===== src/rtl/alu_pkg.sv =====
// Shared opcode and FSM encodings for the sequential ALU core.
package alu_pkg;

  typedef enum logic [2:0] {
    OP_ADD = 3'b000,
    OP_SUB = 3'b001,
    OP_MUL = 3'b010,
    OP_DIV = 3'b011,
    OP_NOT = 3'b100,
    OP_XOR = 3'b101,
    OP_ABS = 3'b110,
    OP_PRE = 3'b111
  } op_e;

  typedef enum logic [1:0] {
    IDLE = 2'd0,
    CALC = 2'd1,
    DONE = 2'd2
  } fsm_e;

  localparam op_e RESET_OP = OP_ADD;

endpackage


===== src/rtl/alu_div_iter.sv =====
// Restoring unsigned divider, one quotient bit per cycle, DATA_W cycles per divide.
module alu_div_iter #(
  parameter int DATA_W = 8
) (
  input  logic              clk_p_i,
  input  logic              reset_n_i,
  input  logic              start,
  input  logic [DATA_W-1:0] a,
  input  logic [DATA_W-1:0] b,
  output logic              busy,
  output logic              done,
  output logic [DATA_W-1:0] quo,
  output logic [DATA_W-1:0] rem,
  output logic              dz
);

  localparam int CW = (DATA_W > 1) ? $clog2(DATA_W) : 1;

  logic              busy_q;
  logic [CW-1:0]     cnt_q;
  logic [DATA_W-1:0] quo_q, rem_q, div_q;
  logic [DATA_W:0]   trial, diff;
  logic              fits;
  logic [DATA_W-1:0] rem_n, quo_n;

  // Partial remainder stays below the divisor, so the MSB of the trial
  // difference is a clean borrow flag; with a zero divisor every step fits,
  // leaving quo all ones and rem equal to the dividend.
  assign trial = {rem_q, quo_q[DATA_W-1]};
  assign diff  = trial - {1'b0, div_q};
  assign fits  = ~diff[DATA_W];
  assign rem_n = fits ? diff[DATA_W-1:0] : trial[DATA_W-1:0];
  assign quo_n = {quo_q[DATA_W-2:0], fits};

  assign busy = busy_q;
  assign done = busy_q && (cnt_q == CW'(DATA_W - 1));
  assign quo  = quo_q;
  assign rem  = rem_q;
  assign dz   = (div_q == '0);

  always_ff @(posedge clk_p_i or negedge reset_n_i) begin
    if (!reset_n_i) begin
      busy_q <= 1'b0;
      cnt_q  <= '0;
      quo_q  <= '0;
      rem_q  <= '0;
      div_q  <= '0;
    end else if (start) begin
      busy_q <= 1'b1;
      cnt_q  <= '0;
      quo_q  <= a;
      rem_q  <= '0;
      div_q  <= b;
    end else if (busy_q) begin
      quo_q <= quo_n;
      rem_q <= rem_n;
      cnt_q <= cnt_q + 1'b1;
      if (done) busy_q <= 1'b0;
    end
  end

endmodule


===== src/rtl/alu_seq_core.sv =====
// Sequential ALU core: valid/ready input, 1-cycle ops, iterative divide, PRE replay.
// Optional ALU_SAT_EN: saturating ADD and zero-clamped SUB/NOT.
module alu_seq_core
  import alu_pkg::*;
#(
  parameter int DATA_W = 8
) (
  input  logic                clk_p_i,
  input  logic                reset_n_i,
  input  logic                valid_i,
  output logic                ready_o,
  input  logic [DATA_W-1:0]   data_a_i,
  input  logic [DATA_W-1:0]   data_b_i,
  input  logic [2:0]          inst_i,
  output logic                valid_o,
  output logic [2*DATA_W-1:0] data_o,
  output logic                err_o
);

  localparam int W2 = 2 * DATA_W;

  fsm_e          state, state_n;
  op_e           inst, op_eff, last_op;
  logic          acc, is_div;
  logic [W2-1:0] a_x, b_x, sum, diff, sub_v, res;
  logic          b_ge_a;
  logic [W2-1:0] data_q;
  logic          err_q, vld_q;
  logic          div_busy, div_done, div_dz;
  logic [DATA_W-1:0] div_quo, div_rem;

  assign inst   = op_e'(inst_i);
  assign op_eff = (inst == OP_PRE) ? last_op : inst;
  assign is_div = (op_eff == OP_DIV);
  assign acc    = valid_i & ready_o;

  alu_div_iter #(.DATA_W(DATA_W)) u_div (
    .clk_p_i  (clk_p_i),
    .reset_n_i(reset_n_i),
    .start    (acc & is_div),
    .a        (data_a_i),
    .b        (data_b_i),
    .busy     (div_busy),
    .done     (div_done),
    .quo      (div_quo),
    .rem      (div_rem),
    .dz       (div_dz)
  );

  assign a_x    = {{DATA_W{1'b0}}, data_a_i};
  assign b_x    = {{DATA_W{1'b0}}, data_b_i};
  assign sum    = a_x + b_x;
  assign diff   = b_x - a_x;
  assign b_ge_a = (data_b_i >= data_a_i);

`ifdef ALU_SAT_EN
  assign sub_v = b_ge_a ? diff : '0;
`else
  assign sub_v = diff;
`endif

  always_comb begin
    res = '0;
    case (op_eff)
`ifdef ALU_SAT_EN
      OP_ADD: res = (|sum[W2-1:DATA_W]) ? {{DATA_W{1'b0}}, {DATA_W{1'b1}}} : sum;
`else
      OP_ADD: res = sum;
`endif
      OP_SUB: res = sub_v;
      OP_MUL: res = a_x * b_x;
      OP_NOT: res = ~sub_v;
      OP_XOR: res = a_x ^ b_x;
      OP_ABS: res = b_ge_a ? diff : (a_x - b_x);
      default: res = '0;
    endcase
  end

  // FSM: state register
  always_ff @(posedge clk_p_i or negedge reset_n_i) begin
    if (!reset_n_i) state <= IDLE;
    else            state <= state_n;
  end

  // FSM: next state; DONE also accepts, so a new op can start as a divide retires
  always_comb begin
    state_n = state;
    case (state)
      IDLE, DONE: state_n = (acc && is_div) ? CALC : IDLE;
      CALC:       state_n = div_done ? DONE : CALC;
      default:    state_n = IDLE;
    endcase
  end

  // FSM: outputs; the divide result is shown live in DONE and captured on exit
  always_comb begin
    ready_o = (state != CALC);
    valid_o = vld_q | (state == DONE);
    data_o  = (state == DONE) ? {div_rem, div_quo} : data_q;
    err_o   = (state == DONE) ? div_dz : err_q;
  end

  always_ff @(posedge clk_p_i or negedge reset_n_i) begin
    if (!reset_n_i) begin
      last_op <= RESET_OP;
      data_q  <= '0;
      err_q   <= 1'b0;
      vld_q   <= 1'b0;
    end else begin
      vld_q <= acc & ~is_div;
      if (acc && inst != OP_PRE) last_op <= inst;
      if (acc && !is_div) begin
        data_q <= res;
        err_q  <= 1'b0;
      end else if (state == DONE) begin
        data_q <= {div_rem, div_quo};
        err_q  <= div_dz;
      end
    end
  end

endmodule


===== config.mk =====
export PLATFORM = sky130hd
export DESIGN_NAME = alu_seq_core
export DESIGN_NICKNAME = d
export VERILOG_FILES = /design/src/rtl/alu_pkg.sv /design/src/rtl/alu_div_iter.sv /design/src/rtl/alu_seq_core.sv
export SDC_FILE = /design/constraint.sdc
export NUM_CORES = 1
export LEC_CHECK = 0
export CORE_UTILIZATION = 60
export CTS_CLUSTER_DIAMETER = 150
export DETAILED_ROUTE_END_ITERATION = 10
export GPL_TIMING_DRIVEN = 0
export PLACE_DENSITY_LB_ADDON = 0.25
export SLEW_MARGIN = 20
export SYNTH_ARGS = -nofsm -noshare
export SYNTH_HDL_FRONTEND = slang
export SYNTH_SLANG_ARGS = --single-unit

===== constraint.sdc =====
create_clock -name clk_p_i -period 3 [get_ports clk_p_i]
set_input_delay 0.3 -clock clk_p_i [delete_from_list [all_inputs] [get_ports clk_p_i]]
set_output_delay 0.3 -clock clk_p_i [all_outputs]
set_load 0.02 [all_outputs]

==> results of run 1 <==
## stage by stage
stage                     cells  TNS, ns  util, %  instance area, um^2
after floorplan             728    -5.89        -                 6490
after global placement      903   -23.69     68.6                 7050
after detailed placement    904   -24.11     68.8                 7070
after CTS                   940    -6.98     74.2                 7630
after global routing        950    -9.17     77.0                 7910
final                       950    -7.87     77.0                 7910
## state kept, by name, summed over array words and instances, names as in the netlist
register,flops
data_q,16
err_q,1
last_op,3
state,2
u_div.busy,1
u_div.cnt_q,3
u_div.div_q,8
u_div.quo,8
u_div.rem,8
vld_q,1
## path summary, 6_finish.rpt
check	slack (ns)	startpoint	endpoint
worst max-delay path	-0.91	data_b_i[3]	data_q[14]
worst min-delay path	0.24	data_a_i[2]	u_div.quo[2]
worst max register to register	0.35	u_div.quo[7]	u_div.rem[4]
worst min register to register	0.50	state[0]	state[0]
max in group asynchronous	1.94	reset_n_i	data_q[7]
min in group asynchronous	0.51	reset_n_i	last_op[1]
## metal layers
metal,vias to the layer above,GRT usage (%)
met3,37,3.74
met4,0,10.2
met5,-,0
met1,2831,43.4
met2,218,61.4
li1,2649,-
## cell type report
type / instances / share of cell area [%]
Multi-Input combinational cell: 566 / 63.6
Sequential cell: 51 / 16.1
Timing Repair Buffer: 78 / 9.84
Inverter: 85 / 4.63
Buffer: 26 / 2.18
Tap cell: 136 / 2.15
Clock buffer: 5 / 0.870
Clock inverter: 3 / 0.554
## power by group
part	internal (uW)	total, uW	switching [uW]
clock	249	482	233
combinational	2180	4780	2600
sequential	1010	1260	248
total	3450	6530	3080
## critical path, cell delays in order
cell,delay (ns)
buf_12,0.10
clkinvlp_4,0.15
nor2_4,0.16
fa_1,0.47
fa_1,0.55
fa_1,0.54
inv_1,0.06
fa_1,0.50
inv_2,0.05
ha_4,0.22
a211o_1,0.26
o21ai_2,0.17
o21ai_1,0.11
a21oi_1,0.16
xor2_1,0.20
o211ai_1,0.10
## cells by family (layout without fill, tap and decap cells)
group	after synthesis	after routing	share of synthesized area [%]
XOR/XNOR	27	27	4.04
flip-flops	51	51	20.2
multiplexers	41	41	6.99
AND/OR/NAND/NOR	211	211	15.4
buffers and inverters	111	197	7.78
AO/OA/AOI/OAI	177	177	19.0
adder cells (fa/ha/maj)	110	110	26.5
## synth_stat cells, drive strengths merged, types with 11 or more instances
library cell,n
nor2,84
inv,81
ha,70
nand2,66
dfrtp,51
o21ai,51
a21oi,45
fa,40
mux2i,25
nand2b,19
xnor2,16
mux2,15
buf,14
clkbuf,12
o211ai,12
xor2,11
## timing repair
action / CTS / global route
gates resized for setup: 149 / 46
hold buffers: 1 / 0
setup buffers: 27 / 12
gates cloned: 0 / 0
pin swaps: 44 / 34
setup endpoints to repair: 15 / 12
hold endpoints to repair: 23 / 0
==> results.py, run 1 <==
metrics = {
    "drt": {
        "vias": 5735,
        "dr.max_layer_used": "met4",
        "first_pass_iters": 5,
        "met3_length_um": 1100,
        "drt-total-wl_um": 18300,
        "drc": 0,
        "wl_per_cell_um": 19.3,
        "route.met2.wl_um": 9390,
        "postRouteAntennaNets": 0,
        "drt-vias-per-instance": 6.04,
        "drt_iter0_drc": 399,
        "drt-met1-wl_um": 7430,
    },
    "final_layout": {
        "drive_gt1_share_pct": 25.3,
        "multi_input_comb_area_um2": 5030,
        "nets": 945,
        "synthToLayoutAreaGrowth_pct": 25.2,
        "insertedDiodeCount": 0,
        "seqCellArea_um2": 1280,
        "nFillCells": 734,
        "final_cell_mix": "nor2_1, inv_1, nand2_1, ha_1, dfrtp_1",
        "final_common_cell": "nor2_1",
    },
    "cts": {
        "htreeDepth": 2,
        "clk_latency_ns": 0.30,
        "cts.path.max_buffers": 2,
        "numCtsBuffers": 5,
        "clk_pin_slew_worst_paths_ns": 0.10,
        "cts_tree": "yes",
        "cts_root_buffer": "clkbuf_8",
        "clock-sinks": 51,
    },
    "sta": {
        "whs_ns": 0.240,
        "post-route-min-period_ns": 3.91,
        "drv_slew": 0,
        "worst_pin_slew_ns": 0.805,
        "slew_headroom_pct": 45.8,
        "setup_ws_ns": -0.914,
        "timing.final.crit_share_pct": 130,
        "finClkSkew_ns": 0.0105,
        "finalSetupViolations": 12,
        "clock.fmax_mhz": 255,
        "rsz0062_at_grt": "true",
        "hold_viol_final": 0,
    },
    "synth": {
        "yosys_warnings": 0,
        "synth_flop_cell": "dfrtp_1",
        "seq_area_frac_synth_pct": 20.2,
        "synth_fp_nets": 860,
        "synth_top_area_share_pct": 20.2,
        "syn_area_per_cell_um2": 8.68,
        "synthTopCellsByArea": "dfrtp_1, ha_1, fa_1, nor2_1, inv_1",
        "yosysUniqueCellTypes": 77,
        "synthesis.instances": 728,
        "synth-seq-cells": 51,
        "async_flop_share_pct": 100,
        "synth_enable_flop_cells": 0,
        "mappedNetlistArea_um2": 6320,
        "synth_area_leader_cell": "dfrtp_1",
    },
    "grt": {
        "grtUsageTotal_pct": 34.2,
        "grt_max_degree": 29,
        "antenna_found_initial": 0,
        "grt_pass1_vias": 5946,
        "grt_overflow": 0,
        "grt_pass1_wl_um": 29500,
    },
    "run_status": {
        "status": "complete, but fails checks",
        "violations": "setup timing",
    },
    "setup_path": {
        "crit_fanout": 4,
        "reg2regPathDepth": 10,
        "startpoint_type": "primary input",
        "cp.arrival_ns": 4.10,
        "crit_type": "primary input to flip-flop",
        "critical_path_required_ns": 3.18,
        "endpoint_kind": "flip-flop",
    },
    "power_and_ir_drop": {
        "powerDensity_nw_per_um2": 825,
        "p_leak_uw": 0.00358,
        "peakVddDrop_uv": 783,
        "finalPower_uw": 6530,
    },
    "floorplan": {
        "row_count": 37,
        "core_um2": 10300,
        "dieWidth_um": 105,
        "die_h_um": 105,
        "initial_core_util_pct": 61.5,
        "die_area_um2": 10900,
        "pin_count": 41,
    },
    "run": {
        "max_cap_violations": 0,
    },
    "placement": {
        "dp_hpwl_um": 13700,
        "post-place-ws_ns": -2.20,
        "place.gp.congestion": 0.963,
        "portBuffers": 39,
    },
    "min_path": {
        "hold_path_depth": 3,
        "worstHoldPathType": "primary input to flip-flop",
    },
}
Power figures use the tool's default switching activity.
==> run 2: changes to the inputs <==
--- a/config.mk
+++ b/config.mk
@@ -8,7 +8,9 @@
 export CORE_UTILIZATION = 60
 export CTS_CLUSTER_DIAMETER = 150
 export DETAILED_ROUTE_END_ITERATION = 10
+export DONT_BUFFER_PORTS = 1
 export GPL_TIMING_DRIVEN = 0
+export HOLD_SLACK_MARGIN = 0.12
 export PLACE_DENSITY_LB_ADDON = 0.25
 export SLEW_MARGIN = 20
 export SYNTH_ARGS = -nofsm -noshare
==> run 2 against run 1 <==
The flow still finishes with violations (setup timing). Power shrank 6.0%. Clock power grew 2%. Clock-buffer cell count grew 1. Final cell count shrank 5.1%. Critical endpoint is now data_q[15]. Largest cell class unchanged.
==> results.py, run 2 (synthesis results as in run 1) <==
metrics = {
    "grt": {
        "antenna_found_initial": 0,
        "grt_max_degree": 52,
        "grt_pass1_wl_um": 28500,
        "grtUsageTotal_pct": 33.0,
        "grt_pass1_vias": 5569,
        "grt_overflow": 0,
    },
    "setup_path": {
        "critical-path-slowest-cell": "fa_1",
        "cp_common_cell": "fa_1",
        "r2r_slack_ns": 0.48,
        "cp.arrival_ns": 3.85,
        "endpoint_kind": "flip-flop",
        "crit_chain": "nand2_1 -> fa_1 -> fa_1 -> inv_1 -> fa_1 -> inv_2 -> fa_1 -> inv_2 -> ha_4 -> a21boi_4 -> o21a_1 -> nor2_4 -> o211ai_1 -> xnor2_1 -> o211ai_1",
        "critical_path_required_ns": 3.18,
        "crit_fanout": 6,
        "crit_type": "primary input to flip-flop",
        "startpoint_type": "primary input",
        "cpPeakStageDelay_ns": 0.56,
    },
    "run_status": {
        "violations": "setup timing",
        "status": "complete, but fails checks",
    },
    "power_and_ir_drop": {
        "p_leak_uw": 0.00331,
        "peakVddDrop_uv": 624,
        "powerDensity_nw_per_um2": 832,
    },
    "floorplan": {
        "core_um2": 10300,
        "row_count": 37,
        "dieWidth_um": 105,
        "pin_count": 41,
        "die_h_um": 105,
        "initial_core_util_pct": 61.5,
        "die_area_um2": 10900,
    },
    "drt": {
        "drt-vias-per-instance": 6.02,
        "vias": 5432,
        "drt-total-wl_um": 17600,
        "drt_iter0_drc": 393,
        "postRouteAntennaNets": 0,
        "first_pass_iters": 5,
        "wl_per_cell_um": 19.5,
        "drc": 0,
    },
    "cts": {
        "cts_tree": "yes",
        "htreeDepth": 2,
        "clk_pin_slew_worst_paths_ns": 0.09,
        "clock-sinks": 51,
        "clk_latency_ns": 0.30,
        "numCtsBuffers": 5,
        "cts.path.max_buffers": 2,
        "cts_root_buffer": "clkbuf_8",
    },
    "sta": {
        "rsz0062_at_grt": "true",
        "setup_ws_ns": -0.674,
        "post-route-min-period_ns": 3.67,
        "finalSetupViolations": 11,
        "clock.fmax_mhz": 272,
        "tns_ns": -5.27,
        "hold_viol_final": 0,
        "timing.final.crit_share_pct": 122,
        "worst_pin_slew_ns": 0.895,
        "finClkSkew_ns": 0.00820,
        "drv_slew": 0,
        "slew_headroom_pct": 39.7,
        "whs_ns": 0.118,
    },
    "placement": {
        "dp_hpwl_um": 13600,
        "portBuffers": 0,
        "place.gp.congestion": 0.905,
    },
    "final_layout": {
        "synthToLayoutAreaGrowth_pct": 16.8,
        "drive_gt1_share_pct": 22.2,
        "nets": 897,
        "final_common_cell": "nor2_1",
        "largest_reg_flops": 16,
        "insertedDiodeCount": 0,
        "final_cell_mix": "nor2_1, inv_1, nand2_1, ha_1, dfrtp_1",
        "regMostFlops": "data_q",
    },
    "run": {
        "max_cap_violations": 0,
    },
    "min_path": {
        "worstHoldPathType": "primary input to flip-flop",
    },
}
-- run 2: worst max-delay path: cells and delay by family --
kind / cells / cell delay, ns
and+or+nand+nor: 2 / 0.12
buffers and inverters: 3 / 0.16
adders and majority gates: 5 / 2.40
xor gates and xnor gates: 1 / 0.14
AOI/OAI and AO/OA: 4 / 0.75
-- run 2: routing by layer --
metal,share of wire [%],GRT usage (%),vias up
met2,50,57.4,182
met3,5.8,4.87,31
met1,42,42.8,2663
met5,0,0,-
li1,-,-,2556
met4,2.4,9.15,0
-- run 2: worst paths after layout --
check,depth (start not counted),end,from
min in group asynchronous,2,last_op[1],reset_n_i
hold / removal,2,u_div.quo[6],data_a_i[6]
hold reg to reg,1,state[0],state[0]
setup reg to reg,10,u_div.rem[5],u_div.quo[7]
setup / recovery,15,data_q[15],data_b_i[5]
max in group asynchronous,2,u_div.rem[7],reset_n_i
-- run 2: timing repair --
| action | in CTS | in global routing |
|---|---|---|
| gates resized for setup | 40 | 34 |
| pin swaps | 21 | 37 |
| setup buffers | 19 | 8 |
| setup endpoints to repair | 11 | 12 |
| hold buffers | 6 | 0 |
| endpoints found under the hold margin | 55 | 0 |
-- run 2: area by class of cell --
class                      count  area (um^2)
tap                          136          170
fill                         808         2900
sequential                    51         1280
clock buffer                   6         82.6
inverter                      85          370
buffer                        26          173
timing repair buffer          30          284
multi-input combinational    566         4990
clock inverter                 2         35.0
-- run 2: power by group --
part	switching [uW]	total (uW)	leakage [uW]	internal (uW)
combinational	2450	4380	0.00263	1930
clock	223	493	0.0000612	270
sequential	248	1260	0.000627	1010
total	2920	6140	0.00331	3210
-- run 2: through the flow --
step	power [uW]	util [%]	worst slack [ns]	cell area, um^2	instances
after CTS	5870	69.9	-0.634	7180	897
after global placement	4880	64.8	-1.10	6660	864
after global routing	6640	71.8	-0.803	7380	902
final	6140	71.8	-0.674	7380	902
after floorplan	4210	-	-0.742	6490	728
after detailed placement	5020	64.8	-1.13	6660	864
==> run 3: changes to the inputs <==
--- a/config.mk
+++ b/config.mk
@@ -12,6 +12,7 @@
 export GPL_TIMING_DRIVEN = 0
 export HOLD_SLACK_MARGIN = 0.12
 export PLACE_DENSITY_LB_ADDON = 0.25
+export SKIP_CTS_REPAIR_TIMING = 1
 export SLEW_MARGIN = 20
 export SYNTH_ARGS = -nofsm -noshare
 export SYNTH_HDL_FRONTEND = slang
==> run 3 against run 2 <==
The run still ends with setup timing left. Clock skew is 0.0033 ns lower. Highest routed layer unchanged. Largest power group unchanged. Combinational power is 3% lower. Sequential cell count stayed put. Via count is 0.13% higher. Largest cell class unchanged. Setup slack hardly changed.
==> results.py, run 3 (synthesis results as in run 1) <==
metrics = {
    "power_and_ir_drop": {
        "powerDensity_nw_per_um2": 824,
        "seqPwrFrac_pct": 21.0,
        "p_sw_share_pct": 47.8,
        "switchingPower_uw": 2870,
        "comb_power_share_pct": 70.8,
        "p_leak_uw": 0.00331,
        "peakVddDrop_uv": 772,
        "p_clk_share_pct": 8.2,
        "p_int_uw": 3140,
    },
    "floorplan": {
        "core_um2": 10300,
        "pin_count": 41,
        "die_h_um": 105,
        "dieWidth_um": 105,
        "die_area_um2": 10900,
        "row_count": 37,
        "initial_core_util_pct": 61.5,
    },
    "setup_path": {
        "reg2regPathDepth": 10,
        "startpoint": "data_a_i[2]",
        "startpoint_type": "primary input",
        "cpPeakStageDelay_ns": 0.51,
        "critPathTopFamily": "adder cells",
        "crit_chain": "clkinvlp_4 -> buf_6 -> nor2_4 -> fa_2 -> fa_1 -> inv_1 -> fa_1 -> fa_1 -> inv_2 -> ha_4 -> nand3_4 -> a21boi_4 -> o21a_1 -> nor2_4 -> o211ai_1 -> xnor2_1 -> o211ai_1",
        "reg2reg_from": "u_div.quo[7]",
        "r2r_slack_ns": 0.47,
        "crit_type": "primary input to flip-flop",
        "cp.arrival_ns": 3.85,
        "r2r_end": "u_div.rem[5]",
        "critPathBufInv": 4,
        "critical_path_required_ns": 3.18,
        "endpoint_kind": "flip-flop",
        "critical-path-slowest-cell": "fa_1",
        "cp_common_cell": "fa_1",
        "crit_fanout": 6,
    },
    "sta": {
        "clock.fmax_mhz": 272,
        "setup_ws_ns": -0.674,
        "tns_ns": -5.81,
        "slew_headroom_pct": 40.4,
        "finClkSkew_ns": 0.00489,
        "finalSetupViolations": 11,
        "post-route-min-period_ns": 3.67,
        "rsz0062_at_grt": "true",
        "timing.final.crit_share_pct": 122,
        "hold_viol_final": 0,
        "worst_pin_slew_ns": 0.884,
        "drv_slew": 0,
    },
    "drt": {
        "drt-total-wl_um": 17200,
        "vias": 5439,
        "postRouteAntennaNets": 0,
        "first_pass_iters": 5,
        "drt_iter0_drc": 383,
        "drt-vias-per-instance": 6.04,
        "wl_per_cell_um": 19.1,
        "drc": 0,
    },
    "cts": {
        "cts.path.max_buffers": 2,
        "clock-sinks": 51,
        "cts_root_buffer": "clkbuf_8",
        "clk_pin_slew_worst_paths_ns": 0.09,
        "clk_latency_ns": 0.31,
        "htreeDepth": 2,
        "cts_tree": "yes",
        "numCtsBuffers": 5,
    },
    "final_layout": {
        "insertedDiodeCount": 0,
        "synthToLayoutAreaGrowth_pct": 15.4,
        "largest_reg_flops": 16,
        "final_cell_mix": "nor2_1, inv_1, nand2_1, ha_1, dfrtp_1",
        "regMostFlops": "data_q",
        "drive_gt1_share_pct": 21.0,
        "final_common_cell": "nor2_1",
        "nets": 896,
    },
    "placement": {
        "portBuffers": 0,
        "place.gp.congestion": 0.905,
        "post-place-ws_ns": -1.13,
        "dp_hpwl_um": 13600,
    },
    "min_path": {
        "hold_path_depth": 2,
        "holdPathEnd": "u_div.div_q[4]",
        "worstHoldPathType": "primary input to flip-flop",
        "hp-start": "data_b_i[4]",
    },
    "run": {
        "max_cap_violations": 0,
    },
    "grt": {
        "grt_pass1_wl_um": 27500,
        "grt_overflow": 0,
        "antenna_found_initial": 0,
        "grt_pass1_vias": 5348,
        "grt_max_degree": 52,
        "grtUsageTotal_pct": 31.9,
    },
    "run_status": {
        "status": "complete, but fails checks",
        "violations": "setup timing",
    },
}
==> run 3: cell types whose count changed in the layout (fill, tap and decap cells not counted), moves of 3 or more <==
cell / change
buf_4: +6
ha_4: -3
inv_1: +6
buf_6: -6
o21ai_1: -3
inv_2: -6
ha_1: +3
==> run 3: through the flow <==
stage          hold slack (ns)  instances  power, uW  util [%]  instance area, um^2
4_1_cts                 -0.327        872       5530      66.0                 6780
5_1_grt                  0.134        901       6500      70.9                 7290
2_1_floorplan          0.00441        728       4210         -                 6490
3_5_place_dp           0.00529        864       5020      64.8                 6660
6_report                 0.118        901       6010      70.9                 7290
3_3_place_gp           0.00528        864       4880      64.8                 6660
==> run 3: metal layers <==
layer | vias to the layer above | share of wire [%] | track usage, % | wire length [um]
li1 | 2553 | - | - | -
met1 | 2684 | 42 | 42.8 | 7170
met2 | 171 | 50 | 54.5 | 8610
met3 | 31 | 6.1 | 3.81 | 1050
met4 | 0 | 2.3 | 8.95 | 405
met5 | - | 0 | 0 | 0
==> run 3: cell type report <==
| class | instances | area [um^2] |
|---|---|---|
| Multi-Input combinational cell | 566 | 4940 |
| Fill cell | 822 | 2990 |
| Sequential cell | 51 | 1280 |
| Inverter | 85 | 367 |
| Timing Repair Buffer | 29 | 251 |
| Buffer | 26 | 173 |
| Tap cell | 136 | 170 |
| Clock buffer | 6 | 82.6 |
| Clock inverter | 2 | 35.0 |
==> run 3: worst max path at each step <==
stage	endpoint	slack [ns]	cells after the start
floorplan	data_q[14]	-0.74	15
global placement	data_q[14]	-1.10	16
detailed placement	data_q[14]	-1.13	16
CTS	data_q[14]	-0.80	16
global route	data_q[14]	-0.78	15
finish	data_q[15]	-0.67	17
==> run 3: power by group through the flow <==
stage	logic [uW]	clock network, uW	registers, uW
floorplan	3030	0	1180
global placement	3630	0	1250
detailed placement	3750	0	1270
CTS	3770	499	1250
global route	4680	529	1300
finish	4250	492	1260
